**src/rtl/lif_pkg.sv**
```systemverilog
// Shared constants for the leaky integrate-and-fire neuron chain.
package lif_pkg;

    // Inter-stage feed-forward selection
    localparam logic MODE_VPASS = 1'b0;   // stage k+1 integrates V_k
    localparam logic MODE_SPIKE = 1'b1;   // stage k+1 integrates weight on spike_k

    // Default geometry
    localparam int DEF_WIDTH      = 8;
    localparam int DEF_NUM_STAGES = 7;
    localparam int DEF_CNT_WIDTH  = 16;

endpackage : lif_pkg

```
**src/rtl/lif_stage.sv**
```systemverilog
// One LIF neuron: membrane register, refractory counter, shift leak,
// saturating integration and threshold compare. The spike flag itself is
// registered by the parent so all flags live in one vector.
module lif_stage
    import lif_pkg::*;
#(
    parameter int WIDTH = DEF_WIDTH
) (
    input  logic             clk,
    input  logic             rst,
    input  logic             en,
    input  logic [WIDTH-1:0] syn_in,
    input  logic [WIDTH-1:0] threshold,
    input  logic [3:0]       leak_shift,
    input  logic [3:0]       refr_cycles,
    output logic [WIDTH-1:0] v,
    output logic             fire
);

    localparam logic [WIDTH:0] V_MAX_C = {1'b0, {WIDTH{1'b1}}};

    logic [WIDTH-1:0] v_r;
    logic [3:0]       refr_r;
    logic [WIDTH:0]   leak_s;
    logic [WIDTH:0]   sum_s;
    logic [WIDTH-1:0] v_clamp_s;
    logic             fire_s;

    // Leak, integration (one extra bit of headroom), clamp and fire decision
    always_comb begin
        leak_s    = {(WIDTH+1){1'b0}};
        sum_s     = {(WIDTH+1){1'b0}};
        v_clamp_s = {WIDTH{1'b0}};
        fire_s    = 1'b0;
        if (leak_shift != 4'd0) begin
            leak_s = {1'b0, (v_r >> leak_shift)};
        end else begin
            leak_s = {(WIDTH+1){1'b0}};
        end
        // leak never exceeds V, so the difference cannot go negative
        sum_s = {1'b0, v_r} + {1'b0, syn_in} - leak_s;
        if (sum_s > V_MAX_C) begin
            v_clamp_s = V_MAX_C[WIDTH-1:0];
        end else begin
            v_clamp_s = sum_s[WIDTH-1:0];
        end
        if ((refr_r == 4'd0) && (threshold != {WIDTH{1'b0}}) &&
            (sum_s >= {1'b0, threshold})) begin
            fire_s = 1'b1;
        end else begin
            fire_s = 1'b0;
        end
    end

    // Membrane potential and refractory counter update
    always_ff @(posedge clk) begin
        if (rst) begin
            v_r    <= {WIDTH{1'b0}};
            refr_r <= 4'd0;
        end else if (en) begin
            if (refr_r != 4'd0) begin
                v_r    <= {WIDTH{1'b0}};
                refr_r <= refr_r - 4'd1;
            end else if (fire_s) begin
                v_r    <= {WIDTH{1'b0}};
                refr_r <= refr_cycles;
            end else begin
                v_r    <= v_clamp_s;
                refr_r <= 4'd0;
            end
        end else begin
            v_r    <= v_r;
            refr_r <= refr_r;
        end
    end

    assign v    = v_r;
    assign fire = fire_s;

endmodule : lif_stage

```
**src/rtl/lif_chain.sv**
```systemverilog
// Chain of LIF stages with selectable feed-forward (membrane pass-through or
// weighted spike), per-stage registered spike flags and a saturating spike
// counter on the last stage.
module lif_chain
    import lif_pkg::*;
#(
    parameter int NUM_STAGES = DEF_NUM_STAGES,
    parameter int WIDTH      = DEF_WIDTH,
    parameter int CNT_WIDTH  = DEF_CNT_WIDTH
) (
    input  logic                  clk,
    input  logic                  rst,
    input  logic                  en,
    input  logic [WIDTH-1:0]      i_syn,
    input  logic [WIDTH-1:0]      threshold,
    input  logic [3:0]            leak_shift,
    input  logic [3:0]            refr_cycles,
    input  logic                  mode,
    input  logic [WIDTH-1:0]      weight,
    output logic [WIDTH-1:0]      v_out,
    output logic [NUM_STAGES-1:0] spikes,
    output logic [CNT_WIDTH-1:0]  spike_count
);

    localparam logic [CNT_WIDTH-1:0] CNT_MAX_C = {CNT_WIDTH{1'b1}};

    logic [WIDTH-1:0]      stage_in_s [NUM_STAGES];
    logic [WIDTH-1:0]      stage_v_s  [NUM_STAGES];
    logic [NUM_STAGES-1:0] fire_s;
    logic [NUM_STAGES-1:0] spikes_r;
    logic [CNT_WIDTH-1:0]  count_r;

    genvar k;
    generate
        for (k = 0; k < NUM_STAGES; k++) begin : g_stage
            if (k == 0) begin : g_first
                assign stage_in_s[k] = i_syn;
            end else begin : g_next
                // Upstream values are registered, so this mux never chains
                // combinationally across stages.
                assign stage_in_s[k] = (mode == MODE_SPIKE)
                                     ? (spikes_r[k-1] ? weight : {WIDTH{1'b0}})
                                     : stage_v_s[k-1];
            end

            lif_stage #(
                .WIDTH (WIDTH)
            ) u_stage (
                .clk         (clk),
                .rst         (rst),
                .en          (en),
                .syn_in      (stage_in_s[k]),
                .threshold   (threshold),
                .leak_shift  (leak_shift),
                .refr_cycles (refr_cycles),
                .v           (stage_v_s[k]),
                .fire        (fire_s[k])
            );
        end
    endgenerate

    // Registered spike flags, one per stage
    always_ff @(posedge clk) begin
        if (rst) begin
            spikes_r <= {NUM_STAGES{1'b0}};
        end else if (en) begin
            spikes_r <= fire_s;
        end else begin
            spikes_r <= spikes_r;
        end
    end

    // Saturating count of last-stage firings, counted on the firing edge
    always_ff @(posedge clk) begin
        if (rst) begin
            count_r <= {CNT_WIDTH{1'b0}};
        end else if (en && fire_s[NUM_STAGES-1] && (count_r != CNT_MAX_C)) begin
            count_r <= count_r + {{(CNT_WIDTH-1){1'b0}}, 1'b1};
        end else begin
            count_r <= count_r;
        end
    end

    assign v_out       = stage_v_s[NUM_STAGES-1];
    assign spikes      = spikes_r;
    assign spike_count = count_r;

endmodule : lif_chain

```
**config.mk**
```make
export PLATFORM = sky130hd
export DESIGN_NAME = lif_chain
export DESIGN_NICKNAME = d
export VERILOG_FILES = /design/src/rtl/lif_pkg.sv /design/src/rtl/lif_stage.sv /design/src/rtl/lif_chain.sv
export SDC_FILE = /design/constraint.sdc
export NUM_CORES = 1
export LEC_CHECK = 0
export CORE_ASPECT_RATIO = 0.7
export CORE_MARGIN = 2
export CORE_UTILIZATION = 48
export DETAILED_ROUTE_END_ITERATION = 12
export MAX_ROUTING_LAYER = met4
export PLACE_DENSITY = 0.65
export SYNTH_ARGS = -nofsm -noshare
export SYNTH_HDL_FRONTEND = slang
export SYNTH_SLANG_ARGS = --single-unit
```
**constraint.sdc**
```tcl
create_clock -name clk -period 4.8 [get_ports clk]
set_clock_uncertainty 0.05 [all_clocks]
set_input_delay 0.48 -clock clk [delete_from_list [all_inputs] [get_ports clk]]
set_output_delay 0.48 -clock clk [all_outputs]
set_load 0.01 [all_outputs]
```
==> impl_metrics.toml <==
[sta]
relSlewSlack_pct = 4.68
period_share_pct = 98.3
setup_viol = 0
fin_tns_setup_ps = 0
fin_ws_ps = 81.5
tightest_slew_ps = 1430
rsz0062_at_grt = "true"
slew_viol_final = 0
final-hold-violation-count = 0
fmax_ghz = 0.212
min_period_ps = 4720

[detailed_routing]
drt-total-wl_um = 38600
wl_met2_um = 16600
drt_pass1_iterations = 5
m1WireLength_um = 17800
drc = 0
wl_met3_um = 3430
first_iter_violations = 1037
wl_per_cell_um = 18.3
vias_per_cell = 5.68
top_layer = "met4"
ant_nets = 0
via_count = 12000

[final_layout]
nets = 2001
diodes = 0
fill_cells = 2182
stdcell_count = 2112
area_growth_pct = 29.1
drive_gt1_share_pct = 20.6

[clock_network]
htree_levels = 3
postCtsHoldBufs = 0
cts_root_buf = "clkbuf_16"
cts_tree = "yes"
clk-insertion-delay-late_ps = 360
clock_path_buffers = 2
clk_pin_slew_ps = 70
cts_num_sinks = 107
cts_buffers = 9

[floorplanning]
core_um2 = 24600
dieWidth_um = 193
die-area_um2 = 26200
std_cell_rows = 48
die_h_um = 136
start_util_pct = 48.6
ioPinCount = 67

[job]
maxCapViolCount = 0

[worst_setup_path]
r2r_slack_ps = 180
critical_path_class = "in -> reg"
end_kind = "flip-flop"
start_kind = "primary input"
r2r_end = "g_stage[1].u_stage.refr_r[1]"
endpoint = "g_stage[1].u_stage.refr_r[1]"
path_max_fanout = 7
timing.rr.start = "g_stage[1].u_stage.v[3]"
crit_start = "leak_shift[0]"
cp_data_required_time_ps = 5030
arrival_ps = 4950
r2r.worst_path.cells = 19

[grt]
grt_start_max_net_pins = 63
grt_pass1_wl_um = 59200
antenna_found_initial = 0
grt.overflow.total = 0
grt_pass1_vias = 11100
grt.total_usage_pct = 30.5

[power_and_ir_drop]
power.density_nw_per_um2 = 854
ir_worst_vdd_uv = 926
leakagePower_nw = 6.74

[yosys]
ys_ff_latch = 107
synth_common_cells = "inv_1, nor2_1, nand2_1"
netlist.area_leader.share_pct = 17.9
synthDistinctLibCells = 63
syn_inst = 1520
yosysMostFrequentCell = "inv_1"
ys_seq_area_share_pct = 17.9
syn_area_um2 = 11900
synthArstFlopShare_pct = 0
synth_edf_count = 0
yosys.area.top_type = "dfxtp_1"
synth_area_leaders = "dfxtp_1, ha_1, fa_1"
synth_ff_type = "dfxtp_1"
avgSynthCellArea_um2 = 7.86
synth_warnings = 0

[place]
dp_hpwl_um = 30400
pre_cts_ws_ps = -563
gp_congestion = 0.983
place_inst = 2087
io_buffers = 66

[run_status]
outcome = "completed"

[min_path]
hold_path.class = "reg -> reg"
[power breakdown]
| group | internal [mW] | switching, mW |
|---|---|---|
| clock | 0.529 | 0.375 |
| sequential | 1.12 | 0.264 |
| combinational | 5.47 | 5.42 |
[sequential cells by signal (all words and copies together) (netlist names)]
name and flops:
spikes 7, spike_count 16, g_stage.u_stage.v 56, g_stage.u_stage.refr_r 28
[layout make-up]
| class | instances | area [µm²] | share of cell area [%] |
|---|---|---|---|
| inverters | 217 | 815 | 5.28 |
| multi-input cells | 1146 | 9140 | 59.2 |
| clock buffers | 11 | 243 | 1.57 |
| repair buffers | 301 | 2570 | 16.7 |
| flip-flops and latches | 107 | 2150 | 13.9 |
| well taps | 325 | 407 | 2.64 |
| clock inverters | 5 | 108 | 0.697 |
[stage by stage]
| step | instance area (µm²) | util [%] | power [mW] | hold slack (ps) |
|---|---|---|---|---|
| global route | 15400 | 62.8 | 14.4 | 442 |
| CTS | 15000 | 61.1 | 12.3 | 422 |
| detailed placement | 14600 | 59.5 | 11.2 | 405 |
| finish | 15400 | 62.8 | 13.2 | 413 |
| global placement | 14600 | 59.5 | 11.0 | 388 |
| floorplan | 12100 | - | 7.54 | 392 |
[worst min path at each step]
stage / from / end / slack, ps / cells after the start
global route: spikes[6] / spikes[6] / 440 / 1
detailed placement: spikes[6] / spikes[6] / 400 / 1
global placement: spikes[6] / spikes[6] / 390 / 1
floorplan: g_stage[0].u_stage.v[0] / g_stage[0].u_stage.v[0] / 390 / 2
finish: spikes[6] / spikes[6] / 410 / 1
CTS: spikes[6] / spikes[6] / 420 / 1
[worst max-delay path, stage by stage]
cell and delay [ps]:
buf_12 120, buf_12 130, buf_8 120, mux4_2 520
mux2i_1 150, nor2_1 80, fa_1 550, inv_1 50
ha_1 290, a21o_1 200, nand4_1 120, nand3_2 140
o41ai_4 390, xnor2_2 140, ha_1 320, nand4_1 90
nor2_1 140, nor4_2 60, buf_4 160, buf_4 130
or3_4 390, o22ai_1 160
[layer usage]
metal / vias to the layer above / track usage (%)
li1: 5816 / -
met1: 5692 / 43.0
met2: 450 / 45.2
met3: 38 / 5.78
met4: 0 / 6.66
met5: - / -
[what timing repair did]
item                       in CTS  in global routing
buffers inserted                0                  7
gates resized for setup        12                 97
setup endpoints to repair      80                106
pin swaps                       6                 54
cloned                          0                  2
[layout by cell type (no fill, tap or decap), types with 23 or more instances in the layout]
cell type | synthesis | final
fa_1 | 56 | 53
inv_1 | 217 | 216
o21a_1 | 24 | 24
mux2i_1 | 23 | 23
o21ai_0 | 108 | 82
a21oi_1 | 87 | 81
nor2_1 | 166 | 155
a2bb2oi_1 | 37 | 37
buf_4 | 2 | 220
xnor2_1 | 36 | 30
ha_1 | 127 | 123
nand2_1 | 128 | 128
mux4_2 | 28 | 28
dfxtp_1 | 107 | 104
clkdlybuf4s50_1 | 0 | 60
[cells by family after synthesis]
logic type | count (synthesis) | share of synthesized area (%)
compound gates | 371 | 20.4
xor+xnor | 49 | 3.72
fa+ha+maj | 183 | 22.7
buf+inv | 273 | 8.69
flops | 107 | 17.9
mux | 53 | 7.39
other cells | 1 | 0.0314
simple gates | 483 | 19.2
No activity file was read; power rests on OpenSTA's default activity.
